`config.mk`:
```
export PLATFORM = sky130hd
export DESIGN_NAME = spatial_sequencer
export DESIGN_NICKNAME = d
export VERILOG_FILES = /design/src/rtl/spatial_sequencer.sv
export SDC_FILE = /design/constraint.sdc
export NUM_CORES = 1
export LEC_CHECK = 0
export CAP_MARGIN = 5
export CORE_ASPECT_RATIO = 1.25
export CORE_MARGIN = 5
export CORE_UTILIZATION = 25
export DETAILED_ROUTE_END_ITERATION = 10
export PLACE_DENSITY = 0.49
export SYNTH_ARGS = -nofsm -noshare
export SYNTH_HDL_FRONTEND = slang
export SYNTH_SLANG_ARGS = --single-unit
export TNS_END_PERCENT = 5
```
`constraint.sdc`:
```
create_clock -name Clk_CI -period 6.7 [get_ports Clk_CI]
set_clock_uncertainty 0.1 [all_clocks]
set_input_delay 1.34 -clock Clk_CI [delete_from_list [all_inputs] [get_ports Clk_CI]]
set_output_delay 1.34 -clock Clk_CI [all_outputs]
set_load 0.02 [all_outputs]
```
`src/rtl/spatial_sequencer.sv`:
```
// Sweeps one registered multi-channel sample through the spatial accumulator, one channel per cycle.
// Optional `SPATIAL_SEQ_STALL_EN adds Stall_SI to freeze the sweep; CHANNEL_WIDTH macro sets feature width.
`ifndef CHANNEL_WIDTH
`define CHANNEL_WIDTH 2
`endif

module spatial_sequencer #(
  parameter int MOD0_CH = 32,
  parameter int MOD1_CH = 77,
  parameter int MOD2_CH = 108,
  localparam int NUM_CH = MOD0_CH + MOD1_CH + MOD2_CH,
  localparam int IDX_W  = $clog2(NUM_CH),
  localparam int CW     = `CHANNEL_WIDTH
) (
  input  logic                 Clk_CI,
  input  logic                 Reset_RI,
`ifdef SPATIAL_SEQ_STALL_EN
  input  logic                 Stall_SI,
`endif
  input  logic                 ValidIn_SI,
  output logic                 ReadyOut_SO,
  input  logic [NUM_CH*CW-1:0] FeaturesIn_DI,
  output logic                 Enable_SO,
  output logic                 FirstHypervector_SO,
  output logic [CW-1:0]        FeatureOut_DO,
  output logic [IDX_W-1:0]     ChannelIdx_DO,
  output logic                 StoreSecond_SO,
  output logic                 XorFinal_SO,
  output logic                 ValidOut_SO,
  input  logic                 ReadyIn_SI
);

  typedef enum logic [1:0] {IDLE, SWEEP, DONE} state_t;

  localparam logic [IDX_W-1:0] G_LAST  = IDX_W'(NUM_CH - 1);
  localparam logic [IDX_W-1:0] M0_LAST = IDX_W'(MOD0_CH - 1);
  localparam logic [IDX_W-1:0] M1_LAST = IDX_W'(MOD1_CH - 1);
  localparam logic [IDX_W-1:0] M2_LAST = IDX_W'(MOD2_CH - 1);
  localparam logic [IDX_W-1:0] IDX_ONE = IDX_W'(1);

  state_t                       state_q, state_d;
  logic [IDX_W-1:0]             g_q, g_d;
  logic [IDX_W-1:0]             m_q, m_d;
  logic [1:0]                   mod_q, mod_d;
  logic [NUM_CH-1:0][CW-1:0]    feat_q;
  logic                         feat_load;
  logic [IDX_W-1:0]             mod_last;
  logic                         stall;

`ifdef SPATIAL_SEQ_STALL_EN
  assign stall = Stall_SI;
`else
  assign stall = 1'b0;
`endif

  always_comb begin
    mod_last = M2_LAST;
    if (mod_q == 2'd0)      mod_last = M0_LAST;
    else if (mod_q == 2'd1) mod_last = M1_LAST;
  end

  always_ff @(posedge Clk_CI) begin
    if (Reset_RI) begin
      state_q <= IDLE;
      g_q     <= '0;
      m_q     <= '0;
      mod_q   <= '0;
      feat_q  <= '0;
    end else begin
      state_q <= state_d;
      g_q     <= g_d;
      m_q     <= m_d;
      mod_q   <= mod_d;
      if (feat_load) feat_q <= FeaturesIn_DI;
    end
  end

  // Outputs depend only on registered state/counters (plus the stall gate on Enable).
  always_comb begin
    state_d             = state_q;
    g_d                 = g_q;
    m_d                 = m_q;
    mod_d               = mod_q;
    feat_load           = 1'b0;
    ReadyOut_SO         = 1'b0;
    Enable_SO           = 1'b0;
    FirstHypervector_SO = 1'b0;
    FeatureOut_DO       = '0;
    ChannelIdx_DO       = '0;
    StoreSecond_SO      = 1'b0;
    XorFinal_SO         = 1'b0;
    ValidOut_SO         = 1'b0;
    case (state_q)
      IDLE: begin
        ReadyOut_SO = 1'b1;
        if (ValidIn_SI) begin
          state_d   = SWEEP;
          g_d       = '0;
          m_d       = '0;
          mod_d     = '0;
          feat_load = 1'b1;
        end
      end
      SWEEP: begin
        ChannelIdx_DO       = g_q;
        FeatureOut_DO       = feat_q[g_q];
        FirstHypervector_SO = (g_q == '0);
        StoreSecond_SO      = (m_q == IDX_ONE);
        XorFinal_SO         = (m_q == mod_last);
        if (!stall) begin
          Enable_SO = 1'b1;
          if (g_q == G_LAST) begin
            state_d = DONE;
            g_d     = '0;
            m_d     = '0;
            mod_d   = '0;
          end else begin
            g_d = g_q + IDX_ONE;
            if (m_q == mod_last) begin
              m_d   = '0;
              mod_d = mod_q + 2'd1;
            end else begin
              m_d = m_q + IDX_ONE;
            end
          end
        end
      end
      DONE: begin
        ValidOut_SO = 1'b1;
        if (ReadyIn_SI) state_d = IDLE;
      end
      default: state_d = IDLE;
    endcase
  end

endmodule

```
==> flow_summary_export.csv <==
group,metric,value,unit
outcome,status,"complete, no violations",
synth,syn-num-nets,2757,
clock_network,cts_max_level,2,
power_and_ir_drop,pwr_density_cell,253.1,mW/mm2
sta,rsz0062_at_grt,"false",
setup_path,crit_fanout,19,
setup_path,r2r_start,"g_q[1]",
die,fp-row-count,114,
clock_network,cts_setup_buffers,0,
grt,antenna_found_initial,7,
setup_path,worstPathCellList,"clkinv_1 > mux2_2 > a22oi_1 > o311ai_0 > o22ai_1 > o32ai_1 > clkdlybuf4s50_1",
die,die_x,260.4,um
setup_path,worstPathRequired,5.26,ns
route,drc,0,
placement,gp_congestion,0.8325,
grt,grt_pass1_wl,118500,um
die,num_io_pins,454,
synth,synthCells,2312,
power_and_ir_drop,leakage,9.373,nW
min_path,hp-start,"feat_q[347]",
route,vias_per_cell,4.809,
die,fp.dieH,323.0,um
setup_path,worst_r2r_path_depth,7,
clock_network,cts_buffers,49,
route,ant_nets,0,
route,wl_per_cell,22.07,um
die,initial_core_util,0.2525,
min_path,min_to,"feat_q[347]",
setup_path,crit_family,"buffers and inverters",
placement,place_area,0.02485,mm2
clock_network,worstSkewPairLatency,0.60,ns
sta,slew_headroom,0.2223,
route,drt_iter0_drc,1340,
sta,fin_crit_sh,0.8545,
route,firstDrtPassIters,5,
setup_path,slowest_delay,0.85,ns
synth,ys_seq_area_frac,0.4638,
synth,synth-main-ff-cell,"dfxtp_1",
synth,synth-seq-cells,454,
clock_network,post_cts_resized,0,
clock_network,cts_sinks,454,
finish,nNetsFinal,3089,
grt,grt_max_degree,211,
clock_network,clk_pin_slew,0.06,ns
sta,drv_slew,0,
grt,gr-total-overflow,0,
synth,synth_cell_type_count,60,
setup_path,cp-end-kind,"primary output",
sta,hold-worst-slack,0.3493,ns
setup_path,rr_endpoint,"m_q[4]",
clock_network,cts_root_buf,"clkbuf_16",
sta,hold_viol,0,
synth,syn_area,0.01960,mm2
sta,period_minus_slack,5.725,ns
placement,io_buffers,453,
setup_path,regToRegSetupSlack,3.40,ns
sta,fmax,174.7,MHz
flow_run,drv_cap,0,
route,vias,17930,
clock_network,cts_tree,"yes",
min_path,min_path_type,"register to register",
finish,drive_above_1_share,0.07905,
finish,area_growth,35.62,%
grt,grt_use_total,0.1861,
sta,setup_violations,0,
clock_network,hold_buffers,0,
sta,setup_tns,0,ns
die,die-area,0.08411,mm2
placement,dp_hpwl,61860,um
synth,synth-edff-count,0,
clock_network,clk_path_buf_depth,3,
setup_path,arrival,4.29,ns
setup_path,worst-setup-path-type,"register to primary output",
synth,avgSynthCellArea,8.475,um2
synth,async_flop_share,0,
grt,grt_pass1_vias,18220,
finish,fin_area,0.02657,mm2
setup_path,slowest_stage,"dfxtp_1",
setup_path,start_kind,"register",
route,wirelength,82290,um
setup_path,cp_num_buf_inv,2,
sta,tightest_slew,1.167,ns
die,core_area,0.07759,mm2
min_path,hold_depth,2,
synth,ys_warn_count,0,
setup_path,crit_cells,7,
power_and_ir_drop,peakVddDrop,161.8,uV
==> where the power goes <==
part / switching [mW] / leakage [nW] / internal [mW]
clock network: 1.19 / 0.839 / 1.71
registers: 0.114 / 3.73 / 2.85
logic: 0.422 / 4.81 / 0.441
==> per-layer routing <==
metal  up-vias  global-route usage  share of wire
li1       8569                   -              -
met1      8668              0.2233           0.40
met2       557              0.3303           0.50
met3       131             0.03349          0.053
met4         8             0.07410          0.043
met5         -                   0        0.00058
==> synthesized netlist by cell type, types with 4 or more instances <==
| library cell | instances | area, um2 |
|---|---|---|
| nand2_1 | 891 | 3344 |
| a21oi_1 | 455 | 2277 |
| dfxtp_1 | 454 | 9089 |
| clkbuf_1 | 158 | 593.1 |
| mux4_2 | 90 | 2027 |
| nor2_1 | 34 | 127.6 |
| mux4_1 | 22 | 578.1 |
| a22oi_1 | 16 | 120.1 |
| mux2i_1 | 14 | 140.1 |
| o21ai_0 | 13 | 65.06 |
| buf_2 | 12 | 60.06 |
| inv_1 | 10 | 37.54 |
| buf_4 | 9 | 67.56 |
| nand3_1 | 9 | 45.04 |
| a311oi_1 | 8 | 70.07 |
| and2_1 | 7 | 43.79 |
| ha_1 | 7 | 87.58 |
| nor3_1 | 7 | 35.03 |
| nor2b_1 | 6 | 37.54 |
| buf_6 | 5 | 56.30 |
| a221oi_1 | 4 | 35.03 |
| a31oi_1 | 4 | 25.02 |
| nand2b_1 | 4 | 25.02 |
| nand4_1 | 4 | 25.02 |
| or3_1 | 4 | 25.02 |
==> flip-flops by register name, indices dropped and copies added (netlist names) <==
signal,cells
feat_q,434
g_q,8
m_q,8
mod_q,2
state_q,2
==> layout by cell type (no fill, tap or decap), types with 9 or more instances in the layout <==
cell type        instances
mux4_1                  22
mux2i_1                 14
a22oi_1                 16
nand3_1                  9
dfxtp_1                451
buf_4                   14
clkbuf_16               50
inv_1                   10
nand2_1                890
clkbuf_8                10
a21oi_1                455
nor2_1                  33
mux4_2                  90
clkinv_2                10
clkdlybuf4s50_1        452
o21ai_0                 13
==> kinds of logic (layout without fill, tap and decap cells) <==
| logic type | count (synthesis) | after routing | synth area share |
|---|---|---|---|
| other | 0 | 3 | 0 |
| adder cells (fa/ha/maj) | 7 | 7 | 0.004469 |
| AND/OR/NAND/NOR | 986 | 986 | 0.1972 |
| AO/OA/AOI/OAI | 531 | 531 | 0.1463 |
| buffers and inverters | 205 | 575 | 0.04642 |
| flip-flops | 454 | 454 | 0.4638 |
| multiplexers | 129 | 129 | 0.1418 |
==> how the worst max path moves through the flow <==
stage                       from                to  slack [ns]
after global routing      g_q[0]  FeatureOut_DO[0]        0.85
after CTS                 g_q[0]  FeatureOut_DO[0]        0.88
final                     g_q[4]  FeatureOut_DO[1]        0.97
after floorplan           g_q[0]  FeatureOut_DO[1]        2.91
after global placement    g_q[0]  FeatureOut_DO[0]        1.51
after detailed placement  g_q[0]  FeatureOut_DO[0]        1.53
==> worst reg2reg max path, cell delays in order (launching register included) <==
cell and delay, ns:
dfxtp_4 0.96, inv_1 0.36, ha_1 0.30, and4_1 0.28
or2b_2 0.46, nor2_1 0.32, a41oi_1 0.17, a311oi_1 0.25
==> stage by stage <==
stage | total power [mW] | utilization | worst slack (ns) | std cells
after floorplan | 3.414 | - | 2.912 | 2312
after global placement | 3.880 | 0.3202 | 1.509 | 3637
after detailed placement | 3.889 | 0.3202 | 1.532 | 3637
after CTS | 6.806 | 0.3424 | 0.8806 | 3726
after global routing | 6.994 | 0.3424 | 0.8503 | 3726
final | 6.726 | 0.3425 | 0.9746 | 3729
==> cell type report <==
| class | instances | area (um2) |
|---|---|---|
| diodes | 3 | 7.507 |
| clock buffers | 65 | 1408 |
| clock inverters | 24 | 312.8 |
| fillers | 8070 | 51020 |
| inverters | 13 | 48.80 |
| multi-input cells | 1653 | 9629 |
| flip-flops and latches | 454 | 9097 |
| well taps | 1044 | 1306 |
| repair buffers | 473 | 4765 |
No activity file was read; power rests on OpenSTA's default activity.
